<file path="config.mk">
export PLATFORM = sky130hd
export DESIGN_NAME = fp_serializer
export DESIGN_NICKNAME = d
export VERILOG_FILES = /design/src/rtl/fp_serializer_pkg.sv /design/src/rtl/fp_serializer.sv
export SDC_FILE = /design/constraint.sdc
export NUM_CORES = 1
export LEC_CHECK = 0
export CORE_AREA = 2 2 416 418
export CTS_BUF_LIST = sky130_fd_sc_hd__clkbuf_2
export CTS_CLUSTER_SIZE = 16
export DETAILED_ROUTE_END_ITERATION = 16
export DIE_AREA = 0 0 418 420
export PLACE_DENSITY_LB_ADDON = 0.08
export SYNTH_ARGS = -nofsm -noshare
export SYNTH_HDL_FRONTEND = slang
export SYNTH_SLANG_ARGS = --single-unit
</file>
<file path="constraint.sdc">
create_clock -name clk -period 6.37 [get_ports clk]
set_clock_uncertainty 0.15 [all_clocks]
set_input_delay 0.637 -clock clk [delete_from_list [all_inputs] [get_ports clk]]
set_output_delay 0.637 -clock clk [all_outputs]
set_load 0.005 [all_outputs]
</file>
<file path="src/rtl/fp_serializer_pkg.sv">
`default_nettype none
// ============================================================================
// fp_pkg : shared types for the FP pixel vector serializer/deserializer pair
// Rev 1.0
// ============================================================================
package fp_pkg;

    localparam int DATA_W = 32;

    typedef logic [DATA_W-1:0] fp_word_t;

    typedef enum logic [0:0] {
        IDLE   = 1'b0,
        STREAM = 1'b1
    } ser_state_e;

endpackage
`default_nettype wire

</file>
<file path="src/rtl/fp_serializer.sv">
`default_nettype none
// ============================================================================
// fp_serializer : snapshots a NUM_WORDS x DATA_W vector, streams word 0 first
// Rev 1.0
// ============================================================================
module fp_serializer #(
    parameter  int NUM_WORDS = 32,
    parameter  int DATA_W    = 32,
    localparam int IDX_W     = $clog2(NUM_WORDS)
) (
    input  logic                              clk,
    input  logic                              rst_n,
    input  logic                              start,
    input  logic                              clear,
    input  logic [NUM_WORDS-1:0][DATA_W-1:0]  data_in,
    output logic                              out_valid,
    input  logic                              out_ready,
    output logic [DATA_W-1:0]                 out_data,
    output logic [IDX_W-1:0]                  out_index,
    output logic                              out_last,
    output logic                              busy,
    output logic                              done
);
    import fp_pkg::*;

    localparam logic [IDX_W-1:0] LAST_IDX = IDX_W'(NUM_WORDS - 1);

    ser_state_e                      state_q, state_d;
    logic [IDX_W-1:0]                cnt_q, cnt_d;
    logic                            done_q, done_d;
    logic [NUM_WORDS-1:0][DATA_W-1:0] buf_q;
    logic                            capture;
    logic                            at_last;

    assign at_last = (cnt_q == LAST_IDX);

    always_comb begin
        state_d = state_q;
        cnt_d   = cnt_q;
        done_d  = 1'b0;
        capture = 1'b0;
        if (clear) begin
            state_d = IDLE;
            cnt_d   = '0;
        end else begin
            case (state_q)
                IDLE: begin
                    if (start) begin
                        state_d = STREAM;
                        cnt_d   = '0;
                        capture = 1'b1;
                    end
                end
                STREAM: begin
                    if (out_ready) begin
                        if (at_last) begin
                            state_d = IDLE;
                            cnt_d   = '0;
                            done_d  = 1'b1;
                        end else begin
                            cnt_d = cnt_q + IDX_W'(1);
                        end
                    end
                end
                default: begin
                    state_d = IDLE;
                    cnt_d   = '0;
                end
            endcase
        end
    end

    always_ff @(posedge clk or negedge rst_n) begin
        if (!rst_n) begin
            state_q <= IDLE;
            cnt_q   <= '0;
            done_q  <= 1'b0;
            buf_q   <= '0;
        end else begin
            state_q <= state_d;
            cnt_q   <= cnt_d;
            done_q  <= done_d;
            if (clear) begin
                buf_q <= '0;
            end else if (capture) begin
                buf_q <= data_in;
            end
        end
    end

    // Word is read through a mux on the counter; outputs are zero outside STREAM.
    assign out_valid = (state_q == STREAM);
    assign busy      = (state_q == STREAM);
    assign out_data  = out_valid ? buf_q[cnt_q] : '0;
    assign out_index = out_valid ? cnt_q : '0;
    assign out_last  = out_valid && at_last;
    assign done      = done_q;

endmodule
`default_nettype wire

</file>
==> results of run 1 <==
metrics by stage:
step	area, um^2	utilization
floorplan	44200	-
global placement	57100	0.334
detailed placement	57100	0.334
cells in the mapped netlist (all sizes together) (3+ instances only):
cell type,instances
mux2,64
inv,4
and2,7
nand2,8
mux4,255
o221ai,31
buf,191
nor3,31
dfrtp,1031
nor2b,32
ha,3
a22o,1024
o22ai,31
nand3,3
nand4,3
a211oi,31
mux2i,3
clkbuf,133
cells by family after synthesis:
kind of cell / Yosys count
AO/OA/AOI/OAI: 1127
adder cells (fa/ha/maj): 3
buffers and inverters: 328
flip-flops: 1031
multiplexers: 322
AND/OR/NAND/NOR: 96
==> results.txt, run 1 <==
Yosys mapped a number of flops with a built-in enable equal to 0. The dominant combinational cell family by area after synthesis is compound AO/OA/AOI/OAI gates. The die extent in x came out at approximately 420 um. The clock root buffer is sky130_fd_sc_hd__clkbuf_2. The yosys synthesis warning count came out at 0.

It got as far as 4_1_cts and failed there. The quantity of hold-fixing buffers added after cts came out at between 1000 and 1500. The clock tree buffer depth is 4. In this run the tool buffered the top-level ports with between 1000 and 1500 buffer cells. The total number of clock tree sinks came out at around 1000. The biggest area consumer among synthesized cells is sky130_fd_sc_hd__dfrtp_1. The register bit count reported by yosys came out at between 1000 and 1500. The H-tree depth reported by CTS came out at 5. The starting density of the core came out at 0.258.

In this run the count of I/O pins placed on the die edge is approximately 1100. The mapped cell area came out at between 40000 and 50000 um^2. The total nets after synthesis came out at 3939.

The average cell area after synthesis came out at 15.2 um^2. For this run, the leading register cell type out of synthesis is sky130_fd_sc_hd__dfrtp_1. The height of the chip came out at 420 um. The number of buffers inserted by post-CTS setup repair is 2. The total of cells resized after clock tree synthesis came out at 10.

The first error in the log reads "[ERROR RSZ-0060] Max buffer count reached". The number of buffers created by CTS is 318. The detailed-placement wirelength estimate is 152 mm. Sorting the synthesized cells by area gives the leading types as sky130_fd_sc_hd__dfrtp_1 (58%), sky130_fd_sc_hd__a22o_1 (20%), sky130_fd_sc_hd__mux4_2 (13%). The share of synthesized area in the top cell type comes to 0.584. Of the total synthesized cell area, the portion taken by XOR and XNOR cells is 0.

The run stopped with a tool error. The async set-or-reset flop fraction in the synthesized netlist is 1.00. The simple-gate share of the synthesized area is 0.0122.

The compound-cell area share of the yosys netlist came out at 0.220. Synthesis produced approximately 2900 cells. The number of cells in the design after placement came out at 5961.

The distinct cell type count of the synthesized netlist came out at 35. OpenSTA, run right after detailed placement, puts the worst setup slack at roughly 1.6 ns. The adder and majority gate portion of the synthesized area is 0.000850.

The number of placement rows came out at approximately 150. The share of synthesized area spent on multiplexers came out at 0.147. The weighted congestion at the end of routability-driven global placement came out at 0.825. The share of synthesized area occupied by flip-flops and latches came out at 0.584.
==> inputs of run 2 (changes only) <==
Settings changed: CORE_AREA 2 2 416 418 to 2 2 412 414, CTS_BUF_LIST sky130_fd_sc_hd__clkbuf_2 to default, CTS_CLUSTER_SIZE 16 to default, DIE_AREA 0 0 418 420 to 0 0 414 416, PLACE_DENSITY_LB_ADDON 0.08 to 0.15.
==> run 2 against run 1 <==
Effect of this change:
- area after synthesis did not move
- the flow now finishes without violations
- synthesized cell count did not move
==> results.txt, run 2 <==
The clock root buffer is sky130_fd_sc_hd__clkbuf_16. The source of the worst register-to-register timing path is busy$_DFF_PN0_. The most used flip-flop cell after synthesis is sky130_fd_sc_hd__dfrtp_1. Using the TritonRoute via totals, the vias-per-cell ratio works out to 5.26. The final total negative setup slack is 0 ns. The worst hold path belongs to the class in2reg. The leakage power figure came out at 26.2 nW.

The total nets after synthesis came to 3939 (unchanged). After layout, the worst setup slack is between 1 and 1.5 ns. After synthesis, the cell types taking the most area are sky130_fd_sc_hd__dfrtp_1 (58%), sky130_fd_sc_hd__a22o_1 (20%), sky130_fd_sc_hd__mux4_2 (13%). The data arrival time of the critical path is 4.50 ns. The remaining antenna violation count came out at 0.

The async set-or-reset flop fraction in the synthesized netlist was 1.00 (unchanged). The detailed-placement wirelength estimate came to 153 mm (+0.34%). The pin slew with the least headroom to its limit is 1.19 ns.

In the final layout, the registers with the most flip-flops are buf_q (1024), cnt_q (5). The peak supply drop came out at 228 uV. The fraction of post-synthesis cell area in the top cell type by area was 0.584 (unchanged). The weighted congestion at the end of routability-driven global placement is 0.864 (+4.7%). The worst slack after detailed placement came out at 1.86 ns (+0.239 ns). The insertion delay to the later sink of the worst-skew pair is about 0.74 ns. The switching part of the total power came out at 0.255. The total via count in the routed design is 32700. The initial antenna violation count is 78. Cell internal power was estimated by the tool at 12.5 mW. Of the available clock period, the critical path in the final layout requires 0.830.

The average cell area after synthesis is 15.2 um^2 (unchanged). The total of buffers placed on input and output ports was 1069 (unchanged). The share of synthesized area occupied by flip-flops and latches came out at 0.584 (unchanged). The largest driver fanout on the critical path is 49. The capturing point of the worst reg2reg path is buf_q[763]$_DFFE_PN0P_. The wire length after detailed routing came out at between 200 and 250 mm.

The register-to-register path setup slack came out at 3.03 ns. The shortest clock period the worst path allows after layout came out at 5.29 ns. The mapped cell area was 44200 um^2 (unchanged). The part of the power in registers is 0.434. The core outline area came out at 168000 um^2.

The all-layer global routing usage is 0.232. The cell count after synthesis came out at 2907 (unchanged). The final core utilization came out at 0.365. The register bit count reported by yosys is 1031 (unchanged). The most critical setup path has its endpoint at out_data[0]. The count of final max-slew check failures is 0. The number of global-route vias before repair was 33700. Counting cells, the worst reg-to-reg path comes to 5. Entering global routing, the biggest net connects 211 pins. For this design the total switching power over the nets is 4.26 mW.

The clock transition at the registers of the reported paths came out at ~0.06 ns. The fraction of layout instances using a drive strength above 1 came out at 0.154. The floorplan die area is roughly 170000 um^2. The wire length of the first global-routing pass came out at 281 mm.

The required time of the critical path is ~5.6 ns. In the synthesized netlist, the cells that appear most often are sky130_fd_sc_hd__dfrtp_1 (1031), sky130_fd_sc_hd__a22o_1 (1024), sky130_fd_sc_hd__mux4_2 (255). The count of TritonRoute iterations in the first routing pass came out at 7. Setup repair after global routing left no endpoint under its margin.

The I/O pin count is 1070 (unchanged). The worst-case headroom to the max-slew limit is 0.207. The register with the most flip-flops in the layout has 1024 of them. The number of design rule violations left after detail routing is 0. The register with the most flip-flops in the final layout is buf_q. In the layout the commonest cells are sky130_fd_sc_hd__clkdlybuf4s50_1 (1068), sky130_fd_sc_hd__dfrtp_1 (1027), sky130_fd_sc_hd__a22o_1 (1024), sky130_fd_sc_hd__mux4_2 (255), sky130_fd_sc_hd__clkbuf_16 (120). The worst setup path is launched from a register. After the last flow step, the layout net total stands at 4895.

The number of enable flip-flop cells after synthesis is 0 (unchanged). The clock share of power is 0.435. The yosys synthesis warning count is 0 (unchanged). The number of buffers created by CTS is 120 (-62%). Yosys instantiated no cell more often than sky130_fd_sc_hd__dfrtp_1.

The combinational cell fraction of total power came out at 0.131. Setup violations remaining at the end of the flow were counted as 0. The biggest area consumer among synthesized cells is sky130_fd_sc_hd__dfrtp_1. The start point of the critical path is cnt_q[1]$_DFFE_PN0P_. The number of buffers inserted by post-CTS setup repair is 0 (-2). The routed wire length per instance is ~33 um. The overall power consumption is 16.7 mW. The hold violation count in the final report came out at 0.

The H-tree depth reported by CTS is 3 (-2). The number of placement rows came out at 151 (-0.66%). The height of the chip is 416 um (-0.95%).

TritonCTS built the clock tree. After the first detailed-routing iteration, the DRC count stood at around 3100. The flow ran to the end, and the final reports show no timing, DRC or antenna violations. The leading cell type in the layout, fill and taps excluded is sky130_fd_sc_hd__clkdlybuf4s50_1.

The critical path in this run is classified as reg2out. The total number of clock tree sinks is 1031 (unchanged). The total grt overflow is 0. The highest attainable clock frequency came out at 0.189 GHz. The clock tree buffer depth was 3 (-1). The layout overhead on the synthesized area came out at 38.8%. The die extent in x is 414 um (-0.96%). The distinct cell type count of the synthesized netlist came out at 35 (unchanged).

The starting density of the core is 0.263 (+0.00434). The power density over the cells came out at 273 nW/um^2. The critical path endpoint category is a primary output. The max-cap check violation count came out at 0.
==> run 2: critical path: stages (launching register included) <==
cell                              delay [ns]
sky130_fd_sc_hd__dfrtp_4                0.97
sky130_fd_sc_hd__buf_12                 0.32
sky130_fd_sc_hd__buf_4                  0.26
sky130_fd_sc_hd__mux4_2                 0.35
sky130_fd_sc_hd__mux2_2                 0.34
sky130_fd_sc_hd__o22ai_1                0.57
sky130_fd_sc_hd__nor3_1                 0.23
sky130_fd_sc_hd__clkdlybuf4s50_1        0.53
==> run 2: routing by layer <==
metal	up-vias	share of wire	track usage
li1	13800	-	-
met1	17200	0.42	0.311
met2	1412	0.49	0.374
met3	299	0.056	0.0414
met4	16	0.036	0.0909
met5	-	0.00050	0
==> run 2: how the worst min path moves through the flow <==
stage	endpoint	from	slack, ns	cells past startpoint
2_1_floorplan	buf_q[0]$_DFFE_PN0P_	rst_n	0.19	0
3_5_place_dp	buf_q[338]$_DFFE_PN0P_	buf_q[338]$_DFFE_PN0P_	0.33	1
6_report	buf_q[186]$_DFFE_PN0P_	data_in[186]	0.32	2
5_1_grt	buf_q[132]$_DFFE_PN0P_	data_in[132]	0.27	2
4_1_cts	buf_q[132]$_DFFE_PN0P_	data_in[132]	0.25	2
3_3_place_gp	buf_q[134]$_DFFE_PN0P_	buf_q[134]$_DFFE_PN0P_	0.33	1
==> run 2: power groups by stage <==
| stage | combinational (mW) | clock, mW | sequential, mW |
|---|---|---|---|
| 2_1_floorplan | 0.962 | 0 | 7.21 |
| 3_3_place_gp | 2.21 | 0 | 7.38 |
| 3_5_place_dp | 2.21 | 0 | 7.37 |
| 4_1_cts | 2.23 | 7.44 | 7.25 |
| 5_1_grt | 2.33 | 7.68 | 7.29 |
| 6_report | 2.19 | 7.27 | 7.25 |
==> run 2: logic make-up after synthesis <==
family,Yosys count,share of synthesized area
flops,1031,0.584
fa+ha+maj,3,0.000850
buf+inv,328,0.0354
mux,322,0.147
compound gates,1127,0.220
simple gates,96,0.0122
==> run 2: repair_timing <==
item                                   CTS  global route
resized for setup                        0             0
endpoints found under the hold margin   61             0
hold buffers                             1             0
==> run 2: area by class of cell <==
| class | count | area (um^2) |
|---|---|---|
| fill | 16000 | 107000 |
| sequential | 1031 | 25800 |
| multi-input combinational | 1548 | 16800 |
| timing repair buffer | 1158 | 11600 |
| clock buffer | 188 | 3640 |
| tap | 2218 | 2780 |
| clock inverter | 34 | 547 |
| antenna | 38 | 95.1 |
| inverter | 4 | 15.0 |
==> run 2: metrics by stage <==
stage          hold WS [ns]  area (um^2)  instances
2_1_floorplan         0.191        44200       2907
3_3_place_gp          0.328        57000       5958
3_5_place_dp          0.327        57000       5958
4_1_cts               0.245        61200       6181
5_1_grt               0.275        61300       6212
6_report              0.319        61300       6219
No activity file was read; power rests on OpenSTA's default activity.
